[src/rtl/lfsr_encrypt_stage.sv]
// lfsr_encrypt_stage: builds a preamble/message/pad frame, XORs it with a 6-bit LFSR, writes it to dat_mem.
// Optional LFSR_ZERO_CHK_EN: rejects a zero seed and flags an out-of-range tap_sel on err.
module lfsr_encrypt_stage #(
    parameter logic [7:0] MSG_BASE  = 8'd0,
    parameter logic [7:0] OUT_BASE  = 8'd64,
    parameter int         FRAME_LEN = 64,
    parameter int         PRE_MIN   = 7,
    parameter int         PRE_MAX   = 12,
    parameter logic [7:0] PRE_CHAR  = 8'h5F,
    parameter logic [7:0] PAD_CHAR  = 8'h20
) (
    input  logic       clk,
    input  logic       init_n,
    input  logic       go,
    input  logic [5:0] seed,
    input  logic [2:0] tap_sel,
    input  logic [3:0] pre_len,
    input  logic [5:0] msg_len,
    output logic [7:0] raddr,
    input  logic [7:0] data_in,
    output logic [7:0] waddr,
    output logic [7:0] data_out,
    output logic       wr_en,
    output logic       busy,
    output logic       done,
    output logic       err
);
    localparam logic [7:0] FL   = 8'(FRAME_LEN);
    localparam logic [3:0] PMIN = 4'(PRE_MIN);
    localparam logic [3:0] PMAX = 4'(PRE_MAX);

    typedef enum logic [1:0] {IDLE, LOAD, RUN, DONE} state_t;

    state_t     state_q, state_d;
    logic [5:0] lfsr_q, lfsr_d, taps_q, taps_d;
    logic [7:0] pl_q, pl_d, ml_q, ml_d, k_q, k_d, raddr_q, raddr_d;
    logic       busy_q, busy_d, done_q, done_d;
    logic [5:0] tap_go;
    logic [7:0] pl_go, ml_go, room, ptext, k_ahead;
    logic       start, last;

    assign tap_go  = tap_sel == 3'd1 ? 6'h2D :
                     tap_sel == 3'd2 ? 6'h30 :
                     tap_sel == 3'd3 ? 6'h33 :
                     tap_sel == 3'd4 ? 6'h36 :
                     tap_sel == 3'd5 ? 6'h39 : 6'h21;
    assign pl_go   = pre_len < PMIN ? {4'd0, PMIN} : pre_len > PMAX ? {4'd0, PMAX} : {4'd0, pre_len};
    assign room    = FL - pl_go;
    assign ml_go   = {2'b00, msg_len} > room ? room : {2'b00, msg_len};
    assign start   = go && (state_q == IDLE || state_q == DONE);
    assign last    = k_q == FL - 8'd1;
    assign k_ahead = k_q + 8'd2;
    assign ptext   = k_q < pl_q ? PRE_CHAR : k_q < pl_q + ml_q ? data_in : PAD_CHAR;

`ifdef LFSR_ZERO_CHK_EN
    logic err_q, err_d;
    assign err = err_q;
`else
    assign err = 1'b0;
`endif

    always_comb begin
        state_d = state_q;
        lfsr_d  = lfsr_q;
        taps_d  = taps_q;
        pl_d    = pl_q;
        ml_d    = ml_q;
        k_d     = k_q;
        raddr_d = raddr_q;
        busy_d  = busy_q;
        done_d  = done_q;
`ifdef LFSR_ZERO_CHK_EN
        err_d   = err_q;
`endif
        if (start) begin
            state_d = LOAD;
            lfsr_d  = seed;
            taps_d  = tap_go;
            pl_d    = pl_go;
            ml_d    = ml_go;
            k_d     = 8'd0;
            raddr_d = MSG_BASE;
            busy_d  = 1'b1;
            done_d  = 1'b0;
`ifdef LFSR_ZERO_CHK_EN
            err_d   = seed == 6'd0 || tap_sel > 3'd5;
            if (seed == 6'd0) begin
                state_d = DONE;
                busy_d  = 1'b0;
                done_d  = 1'b1;
            end
`endif
        end else if (state_q == LOAD) begin
            state_d = RUN;
        end else if (state_q == RUN) begin
            lfsr_d = {lfsr_q[4:0], ^(lfsr_q & taps_q)};
            k_d    = k_q + 8'd1;
            // Read address runs one byte ahead so data_in lands in the cycle that encrypts it.
            if (k_ahead >= pl_q && k_ahead < pl_q + ml_q)
                raddr_d = MSG_BASE + k_ahead - pl_q;
            if (last) begin
                state_d = DONE;
                busy_d  = 1'b0;
                done_d  = 1'b1;
            end
        end
    end

    always_ff @(posedge clk or negedge init_n) begin
        if (!init_n) begin
            state_q <= IDLE;
            lfsr_q  <= 6'd0;
            taps_q  <= 6'd0;
            pl_q    <= 8'd0;
            ml_q    <= 8'd0;
            k_q     <= 8'd0;
            raddr_q <= MSG_BASE;
            busy_q  <= 1'b0;
            done_q  <= 1'b0;
`ifdef LFSR_ZERO_CHK_EN
            err_q   <= 1'b0;
`endif
        end else begin
            state_q <= state_d;
            lfsr_q  <= lfsr_d;
            taps_q  <= taps_d;
            pl_q    <= pl_d;
            ml_q    <= ml_d;
            k_q     <= k_d;
            raddr_q <= raddr_d;
            busy_q  <= busy_d;
            done_q  <= done_d;
`ifdef LFSR_ZERO_CHK_EN
            err_q   <= err_d;
`endif
        end
    end

    assign raddr    = raddr_q;
    assign waddr    = OUT_BASE + k_q;
    assign wr_en    = state_q == RUN;
    assign data_out = wr_en ? ptext ^ {2'b00, lfsr_q} : 8'h00;
    assign busy     = busy_q;
    assign done     = done_q;
endmodule

[config.mk]
export PLATFORM = sky130hd
export DESIGN_NAME = lfsr_encrypt_stage
export DESIGN_NICKNAME = d
export VERILOG_FILES = /design/src/rtl/lfsr_encrypt_stage.sv
export SDC_FILE = /design/constraint.sdc
export NUM_CORES = 1
export LEC_CHECK = 0
export CAP_MARGIN = 20
export CORE_MARGIN = 2
export CORE_UTILIZATION = 49
export DETAILED_ROUTE_END_ITERATION = 12
export GPL_TIMING_DRIVEN = 0
export PLACE_DENSITY = 0.85
export SETUP_SLACK_MARGIN = 0.3
export SYNTH_ARGS = -nofsm -noshare
export SYNTH_HDL_FRONTEND = slang
export SYNTH_SLANG_ARGS = --single-unit
[constraint.sdc]
create_clock -name clk -period 4.14 [get_ports clk]
set_clock_uncertainty 0.1 [all_clocks]
set_input_delay 1.242 -clock clk [delete_from_list [all_inputs] [get_ports clk]]
set_output_delay 1.242 -clock clk [all_outputs]
set_load 0.01 [all_outputs]
==> impl_metrics.json <==
{
  "outcome": "finished with violations",
  "violations": "setup timing",
  "power_mw": 3.03,
  "route.detailed.drc": 0,
  "fin_nets": 532,
  "arrival_ps": 3650,
  "relSlewSlack_pct": 56.3,
  "reg2reg_slack_ps": 780,
  "maxCapViolCount": 0,
  "tightest_slew_ps": 656,
  "min_period_over_period_pct": 121,
  "ctsLongestPathBuffers": 2,
  "synthTopCellsByCount": "61 x nand2_1, 43 x dfrtp_1, 36 x ha_1, 28 x o21ai_0, 26 x inv_1",
  "crit_path_max_fanout": 7,
  "seq_area_frac_synth_pct": 32.3,
  "antenna_left": 0,
  "die_h_um": 86.5,
  "clk_pin_slew_ps": 90,
  "ys_top_cells_by_area": "dfrtp_1 32%, ha_1 14%, nand2_1 6.9%",
  "finalHoldViolCount": 0,
  "required_ps": 2800,
  "clockRootBuffer": "clkbuf_8",
  "hp-class": "reg -> reg",
  "cts_tree": "done",
  "cts_made_buffers": 5,
  "fillerInstances": 555,
  "initial_utilization_pct": 49.9,
  "fin_util_pct": 65.2,
  "dp_hpwl_mm": 6.26,
  "yosys_register_bits": 43,
  "endpoint_kind": "output pin",
  "grtUsageTotal_pct": 23.1,
  "ir_drop_uv": 329,
  "io_buffers": 56,
  "grt_overflow_total": 0,
  "cts_max_level": 2,
  "synthToLayoutAreaGrowth_pct": 30.7,
  "leakagePower_nw": 2.01,
  "synth.cell_area_um2": 3330,
  "fmax_ghz": 0.200,
  "wl_per_cell_um": 15.3,
  "die_x_um": 86.5,
  "synthArstFlopShare_pct": 100,
  "drt_first_iter_violations": 116,
  "yosysUniqueCellTypes": 46,
  "power_density_nw_per_um2": 694,
  "top_level_ports": 58,
  "clock_latency_ps": 310,
  "totalWireLength_mm": 8.32,
  "gp_congestion": 0.899,
  "ys.warnings.count": 0,
  "finalSetupViolCount": 8,
  "clock-sinks": 43,
  "firstDrtPassIters": 4,
  "synth_edf_count": 0,
  "synth_top_area_cell": "dfrtp_1",
  "vias": 3000,
  "core_um2": 6680,
  "netlist_instances": 385,
  "finalCriticalPeriod_ps": 4990,
  "finalMaxSlewViolations": 0,
  "finalWorstSetupSlack_ps": -850,
  "grt_antenna_before_repair": 0,
  "yosysMostFrequentCell": "nand2_1",
  "grt_pass1_vias": 3003,
  "startpoint_type": "flip-flop",
  "critPathKind": "reg -> out",
  "rsz0062_at_grt": "yes",
  "die_area_um2": 7480,
  "drt-vias-per-instance": 5.51,
  "synth_top_cell_area_share_pct": 32.3,
  "synth_flop_cell": "dfrtp_1",
  "rows": 30,
  "drive_gt1_share_pct": 15.3,
  "diodes": 0,
  "grt_max_degree": 25,
  "grt_pass1_wl_mm": 13.7,
  "syn_area_per_cell_um2": 8.66
}
==> logic make-up after synthesis <==
logic type      after synthesis  synth area share, %
simple gates                131                 17.7
fa+ha+maj                    40                 15.7
other cells                   1                0.112
xor+xnor                     28                 7.58
compound gates               81                 15.7
flops                        43                 32.3
buf+inv                      45                 5.93
mux                          16                 4.92
==> report_power, final <==
part | internal, mW | switching, mW
logic | 0.927 | 1.05
clock network | 0.180 | 0.156
registers | 0.569 | 0.143
==> cells in the final DEF, fill, tap and decap left out, types with 2 or more instances in the layout <==
cell and instances:
nand2_1 61, clkdlybuf4s50_1 47, dfrtp_1 43, ha_1 34, inv_1 26, o21ai_0 26
nor2_1 25, buf_4 18, xnor2_1 17, a21oi_1 15, mux2i_1 13, buf_2 11
nor3_1 10, xor2_1 8, clkbuf_1 8, nand2b_1 7, a31oi_1 7, a21o_1 5
nor2b_1 5, nor3b_2 5, clkbuf_8 5, nand3_1 4, and3_1 4, xnor2_2 3
a311oi_4 3, a311oi_2 3, mux2_2 3, conb_1 3, o21ai_1 2, a21boi_0 2
or3_1 2, nor3_2 2, o21a_1 2, and2_1 2, nand3b_1 2, o31ai_1 2
fa_1 2
==> routing by layer <==
metal | GRT usage [%] | vias to the layer above | wire length, um
met2 | 39.5 | 90 | 4180
met1 | 29.0 | 1420 | 3420
li1 | - | 1469 | -
met3 | 3.71 | 21 | 487
met4 | 9.52 | 0 | 239
met5 | 0 | - | 0
==> timing repair <==
item | in CTS | in global routing
buffers inserted | 8 | 4
pin swaps | 14 | 13
setup endpoints to repair | 12 | 14
hold buffers | 0 | 0
gates resized for setup | 36 | 15
==> worst paths after layout <==
path,from,end,depth (start not counted)
hold reg to reg,taps_q[3],taps_q[3],2
min in group asynchronous,init_n,k_q[4],1
setup reg to reg,pl_q[0],raddr[1],14
setup / recovery,pl_q[0],data_out[2],13
hold / removal,taps_q[3],taps_q[3],2
max in group asynchronous,init_n,ml_q[4],2
==> stage by stage <==
stage	area [um^2]	hold slack, ps	TNS, ps	setup slack, ps	std cells
CTS	4240	382	-5070	-705	540
floorplan	3410	335	-412	-69.0	387
finish	4360	376	-6460	-850	544
global route	4360	418	-7750	-1030	544
global placement	4070	349	-5950	-761	523
detailed placement	4100	364	-6740	-832	524
==> cell type report <==
| type | instances | area [um^2] | area share (%) |
|---|---|---|---|
| Buffer | 18 | 96.3 | 2.21 |
| Tap cell | 80 | 100 | 2.30 |
| Inverter | 27 | 101 | 2.32 |
| Timing Repair Buffer | 69 | 637 | 14.6 |
| Multi-Input combinational cell | 299 | 2240 | 51.3 |
| Sequential cell | 43 | 1080 | 24.7 |
| Clock inverter | 3 | 43.8 | 1.00 |
| Clock buffer | 5 | 68.8 | 1.58 |
==> flip-flops by register name, summed over array words and instances, names as in the netlist <==
register / flops
k_q: 8
raddr: 8
ml_q: 7
lfsr_q: 6
taps_q: 6
pl_q: 4
state_q: 2
busy: 1
done: 1
==> worst max-delay path: stages, from the launching register on <==
cell and delay [ps]:
dfrtp_1 390, ha_2 200, fa_2 370, a21o_1 180
a21oi_2 180, xor2_1 250, ha_1 300, a21oi_1 140
o21ai_1 100, maj3_4 430, a311oi_4 340, nor3_1 100
nor3b_2 200, buf_2 160
No activity file was read; power rests on OpenSTA's default activity.
